==> config.mk <==
export PLATFORM = sky130hd
export DESIGN_NAME = pipeline_stall_ctrl
export DESIGN_NICKNAME = d
export VERILOG_FILES = /design/src/rtl/pipeline_stall_ctrl_pkg.sv /design/src/rtl/sat_counter.sv /design/src/rtl/pipeline_stall_ctrl.sv
export SDC_FILE = /design/constraint.sdc
export NUM_CORES = 1
export LEC_CHECK = 0
export BUFFER_PORTS_ARGS = -buffer_cell sky130_fd_sc_hd__buf_4
export CAP_MARGIN = 30
export CORE_UTILIZATION = 50
export CTS_CLUSTER_DIAMETER = 60
export DETAILED_ROUTE_END_ITERATION = 10
export PLACE_DENSITY = 0.79
export SYNTH_ARGS = -nofsm -noshare
export SYNTH_HDL_FRONTEND = slang
export SYNTH_HIERARCHICAL = 1
export SYNTH_SLANG_ARGS = --single-unit
==> constraint.sdc <==
create_clock -name clk -period 7.14 [get_ports clk]
set_input_delay 0.357 -clock clk [delete_from_list [all_inputs] [get_ports clk]]
set_output_delay 0.357 -clock clk [all_outputs]
set_load 0.02 [all_outputs]
==> src/rtl/pipeline_stall_ctrl_pkg.sv <==
// Shared definitions for the pipeline stall/flush/halt sequencer.
package pipeline_stall_ctrl_pkg;
    typedef enum logic [1:0] {
        ST_RUN    = 2'd0,
        ST_DRAIN  = 2'd1,
        ST_HALTED = 2'd2
    } state_t;

    localparam int REG_ADDR_W_DEF = 5;
    localparam int DRAIN_CYCLES   = 3;
endpackage

==> src/rtl/sat_counter.sv <==
// Up-counter that sticks at its all-ones value instead of wrapping.
module sat_counter #(
    parameter int W = 16
) (
    input  logic         clk,
    input  logic         Reset,
    input  logic         inc,
    output logic [W-1:0] count
);
    always_ff @(posedge clk) begin
        if (Reset) begin
            count <= '0;
        end else if (inc && (count != {W{1'b1}})) begin
            count <= count + 1'b1;
        end
    end
endmodule

==> src/rtl/pipeline_stall_ctrl.sv <==
// Central stall/flush/halt sequencer for the 5-stage pipeline: RAW interlock,
// branch squash, memory-busy freeze, halt drain and debug counters.
module pipeline_stall_ctrl
    import pipeline_stall_ctrl_pkg::*;
#(
    parameter int REG_ADDR_W   = REG_ADDR_W_DEF,
    parameter int CNT_W        = 16,
    parameter int HARDWIRED_R0 = 1
) (
    input  logic                  clk,
    input  logic                  Reset,
    input  logic                  IdValid,
    input  logic [REG_ADDR_W-1:0] ReadAddr1,
    input  logic [REG_ADDR_W-1:0] ReadAddr2,
    input  logic                  ReadUse1,
    input  logic                  ReadUse2,
    input  logic [REG_ADDR_W-1:0] ExRd,
    input  logic [REG_ADDR_W-1:0] MemRd,
    input  logic [REG_ADDR_W-1:0] WbRd,
    input  logic                  ExRegWrite,
    input  logic                  MemRegWrite,
    input  logic                  WbRegWrite,
    input  logic                  BranchTaken,
    input  logic                  MemBusy,
    input  logic                  Halt,
    output logic                  PCEnable,
    output logic                  Enable1,
    output logic                  Enable2,
    output logic                  Enable3,
    output logic                  Enable4,
    output logic                  Flush1,
    output logic                  Flush2,
    output logic                  Halted,
    output logic [CNT_W-1:0]      StallCount,
    output logic [CNT_W-1:0]      FlushCount,
    output logic [1:0]            State
);
    localparam int DW = $clog2(DRAIN_CYCLES + 1);

    state_t        state, state_nxt;
    logic [DW-1:0] drain_cnt, drain_nxt;
    logic [3:0]    en;
    logic          flush1_raw, flush2_raw;
    logic          stall_inc, flush_inc;
    logic          match1, match2, hazard;

    // No forwarding: a pending write in EX, MEM or WB blocks the reader.
    function automatic logic reg_match(
        input logic [REG_ADDR_W-1:0] a,
        input logic [REG_ADDR_W-1:0] ex_rd,
        input logic [REG_ADDR_W-1:0] mem_rd,
        input logic [REG_ADDR_W-1:0] wb_rd,
        input logic                  ex_w,
        input logic                  mem_w,
        input logic                  wb_w
    );
        logic m;
        m = (ex_w && (ex_rd == a)) || (mem_w && (mem_rd == a)) || (wb_w && (wb_rd == a));
        if ((HARDWIRED_R0 != 0) && (a == '0)) begin
            m = 1'b0;
        end
        return m;
    endfunction

    assign match1 = reg_match(ReadAddr1, ExRd, MemRd, WbRd, ExRegWrite, MemRegWrite, WbRegWrite);
    assign match2 = reg_match(ReadAddr2, ExRd, MemRd, WbRd, ExRegWrite, MemRegWrite, WbRegWrite);
    assign hazard = IdValid && ((ReadUse1 && match1) || (ReadUse2 && match2));

    always_ff @(posedge clk) begin
        if (Reset) begin
            state     <= ST_RUN;
            drain_cnt <= '0;
        end else begin
            state     <= state_nxt;
            drain_cnt <= drain_nxt;
        end
    end

    always_comb begin
        state_nxt  = state;
        drain_nxt  = drain_cnt;
        PCEnable   = 1'b0;
        en         = 4'b0000;
        flush1_raw = 1'b0;
        flush2_raw = 1'b0;
        stall_inc  = 1'b0;
        flush_inc  = 1'b0;
        unique case (state)
            ST_RUN: begin
                if (MemBusy) begin
                    stall_inc = 1'b1;
                end else if (BranchTaken) begin
                    PCEnable   = 1'b1;
                    en         = 4'b1111;
                    flush1_raw = 1'b1;
                    flush2_raw = 1'b1;
                    flush_inc  = 1'b1;
                end else if (hazard) begin
                    en         = 4'b1110;
                    flush2_raw = 1'b1;
                    stall_inc  = 1'b1;
                end else if (Halt) begin
                    // The halt itself becomes a bubble; older work drains behind it.
                    en         = 4'b1110;
                    flush2_raw = 1'b1;
                    state_nxt  = ST_DRAIN;
                    drain_nxt  = DW'(DRAIN_CYCLES);
                end else begin
                    PCEnable = 1'b1;
                    en       = 4'b1111;
                end
            end
            ST_DRAIN: begin
                if (MemBusy) begin
                    stall_inc = 1'b1;
                end else begin
                    en         = 4'b1110;
                    flush2_raw = 1'b1;
                    drain_nxt  = drain_cnt - DW'(1);
                    if (drain_cnt == DW'(1)) begin
                        state_nxt = ST_HALTED;
                    end
                end
            end
            ST_HALTED: begin
            end
            default: begin
                state_nxt = ST_RUN;
            end
        endcase
    end

    assign Enable1 = en[0];
    assign Enable2 = en[1];
    assign Enable3 = en[2];
    assign Enable4 = en[3];
    assign Flush1  = flush1_raw && !Reset;
    assign Flush2  = flush2_raw && !Reset;
    assign Halted  = (state == ST_HALTED);
    assign State   = state;

    sat_counter #(.W(CNT_W)) u_stall_cnt (
        .clk   (clk),
        .Reset (Reset),
        .inc   (stall_inc),
        .count (StallCount)
    );

    sat_counter #(.W(CNT_W)) u_flush_cnt (
        .clk   (clk),
        .Reset (Reset),
        .inc   (flush_inc),
        .count (FlushCount)
    );
endmodule

==> impl_metrics.csv <==
group,metric,value,unit
flow_run,maxCapViolCount,0,
global_routing,grt_overflow,0,
detailed_routing,drc,0,
clock_tree,cts_tree,"built",
critical_path,cpMaxStageDelayCell,"o32ai_4",
logic_synthesis,synth_seq_cells,36,
critical_path,crit_required,7320,ps
sta,hold_viol_final,0,
global_routing,grt_max_degree,41,
logic_synthesis,synthesis.nets,328,
detailed_routing,drt_iter0_drc,169,
clock_tree,holdBufCountCts,0,
die,start_util,0.535,
cells_and_area,layout.nets,401,
sta,timing.final.crit_share,0.394,
logic_synthesis,yosys.cell_count.top_type,"dfxtp_1",
detailed_routing,num_vias,2458,
global_routing,grt_pass1_wl,9.83,mm
clock_tree,h-tree-depth,2,
cells_and_area,areaGrowthSynthToFinish,28.3,%
global_routing,antenna_found_initial,0,
die,rows,24,
sta,fin_crit,2820,ps
logic_synthesis,synth.avg_cell_area,8.34,µm²
die,die_area,0.00510,mm²
clock_tree,clock_latency,290,ps
cells_and_area,fin_util,0.687,
cells_and_area,antenna_cells,0,
detailed_routing,vias_per_cell,5.92,
clock_tree,cts_root_buf,"clkbuf_8",
critical_path,criticalPathCategory,"in -> reg",
cells_and_area,drive_above_1_share,0.267,
logic_synthesis,syn_area,0.00241,mm²
logic_synthesis,yosysTopAreaCellShare,0.299,
logic_synthesis,yosysTopAreaCell,"dfxtp_1",
logic_synthesis,yosysWarnings,6,
detailed_routing,wl,5.97,mm
clock_tree,cts.sinks,36,
logic_synthesis,ys_seq_area_frac,0.299,
clock_tree,cts_buffers,5,
logic_synthesis,syn_inst,289,
logic_synthesis,ys_top_cells_by_area,"dfxtp_1 30%, xor2_1 8.7%, or4_1 5.3%, a21oi_1 4.4%, nand3_1 4.2%",
critical_path,path_buf_inv,1,
placed_design,place_congestion,0.877,
die,die_h,71.4,µm
logic_synthesis,synth_ff_type,"dfxtp_1",
logic_synthesis,synth_cell_type_count,44,
sta,slew_headroom,0.467,
sta,drv_slew,0,
die,core,0.00450,mm²
die,fp.dieW,71.4,µm
worst_hold_path,min_path_type,"in -> reg",
sta,rsz0062_at_grt,"no",
clock_tree,postCtsSetupBuffers,0,
run_status,status,"finished, final reports clean",
logic_synthesis,ys_async_sr_fraction,0,
placed_design,port_buffers,77,
detailed_routing,first_pass_iters,4,
sta,timing.fmax,355,MHz
critical_path,worstPathCellList,"buf_4 > xor2_1 > nor4_1 > nand3_1 > and3_4 > o32ai_4 > o2bb2ai_1 > nand2_1 > nor4bb_1 > mux2_2",
die,num_io_pins,78,
global_routing,track_usage,0.239,
critical_path,critPathTopFamily,"simple AND/OR/NAND/NOR gates",
detailed_routing,ant_nets,0,
critical_path,crit_path_end_kind,"flip-flop",
critical_path,crit_arrival,3000,ps
sta,setup_tns,0,ps
logic_synthesis,synth_enable_flop_cells,0,
sta,worst_hold_slack,433,ps
power,powerDensity,138,mW/mm²
power,p_leak,1.19,nW
placed_design,dp_hpwl,4.44,mm
power,vdd.ir_drop.worst,0.104,mV
critical_path,critPathLaunchType,"primary input",
logic_synthesis,yosys-top-cells-count,"36 x dfxtp_1, 24 x xor2_1, 21 x a21oi_1",
critical_path,cp_max_fo,11,
sta,timing_worst_slew_pin_value,794,ps
critical_path,slowest_delay,390,ps
clock_tree,cts_resized,0,
detailed_routing,wl_per_cell,14.4,µm
sta,setup_viol,0,
critical_path,r2r_setup_slack,5080,ps
clock_tree,clk_pin_slew,80,ps
global_routing,grt_pass1_vias,2104,
clock_tree,clockBufferDepth,2,
sta,fin_skew,8.28,ps
## stage by stage
stage / power (mW) / cell area [µm²] / std cells / setup slack [ps]
after CTS: 0.430 / 3090 / 415 / 4330
after detailed placement: 0.285 / 3010 / 407 / 4030
after global placement: 0.284 / 3010 / 407 / 4150
after global routing: 0.446 / 3090 / 415 / 4110
final: 0.427 / 3090 / 415 / 4320
after floorplan: 0.249 / 2410 / 289 / 4560
## placed cells by master (no fill, tap or decap), drive strengths merged, types with 12 or more instances in the layout
master / synthesis / routed
nor4: 13 / 13
nand3: 20 / 20
xor2: 24 / 24
buf: 6 / 78
o31ai: 12 / 12
or4: 17 / 17
dfxtp: 36 / 36
nand2: 17 / 17
nor2: 16 / 16
a21oi: 21 / 21
## area by class of cell
type / count / area, µm²
timing repair buffer: 78 / 586
tap: 52 / 65.1
inverter: 9 / 33.8
multi-input combinational: 232 / 1600
fill: 377 / 1410
clock inverter: 3 / 18.8
clock buffer: 5 / 68.8
sequential: 36 / 721
## worst paths after layout
| kind | start | to | cells past startpoint |
|---|---|---|---|
| min reg2reg | u_stall_cnt/count[1] | u_stall_cnt/count[1] | 2 |
| max | ReadAddr1[0] | u_stall_cnt/count[11] | 10 |
| max reg2reg | u_flush_cnt/count[0] | u_flush_cnt/count[11] | 5 |
| min | BranchTaken | State[0] | 4 |
## worst register-to-register path: stages, from the launching register on
cell      delay (ps)
dfxtp_1          450
ha_1             270
nand3_1          140
nor4_4           620
nor4bb_1         170
mux2_2           300
## routing by layer
metal / routed length, µm / global-route usage / vias up
met2: 2820 / 0.393 / 85
met3: 402 / 0.0534 / 5
li1: - / - / 1245
met5: 0 / 0 / -
met4: 42 / 0.0644 / 0
met1: 2710 / 0.317 / 1123
## power by group
part	internal [mW]	total, mW	switching [mW]	leakage, nW
Sequential	0.204	0.208	0.00399	0.291
Clock	0.0681	0.146	0.0782	0.0479
Combinational	0.0356	0.0730	0.0374	0.852
Total	0.307	0.427	0.120	1.19
## flip-flops by register name, indices dropped and copies added (netlist names)
signal	cells
u_stall_cnt/count	16
u_flush_cnt/count	16
drain_cnt	2
State	2
## cells by family (layout without fill, tap and decap cells)
| family | after synthesis | count (layout) | share of synthesized area |
|---|---|---|---|
| adders and majority gates | 3 | 3 | 0.0156 |
| buffers and inverters | 21 | 95 | 0.0368 |
| muxes | 4 | 4 | 0.0176 |
| xor gates and xnor gates | 35 | 35 | 0.127 |
| and+or+nand+nor | 132 | 132 | 0.342 |
| DFF | 36 | 36 | 0.299 |
| AOI/OAI and AO/OA | 58 | 58 | 0.162 |
Power figures use the tool's default switching activity.
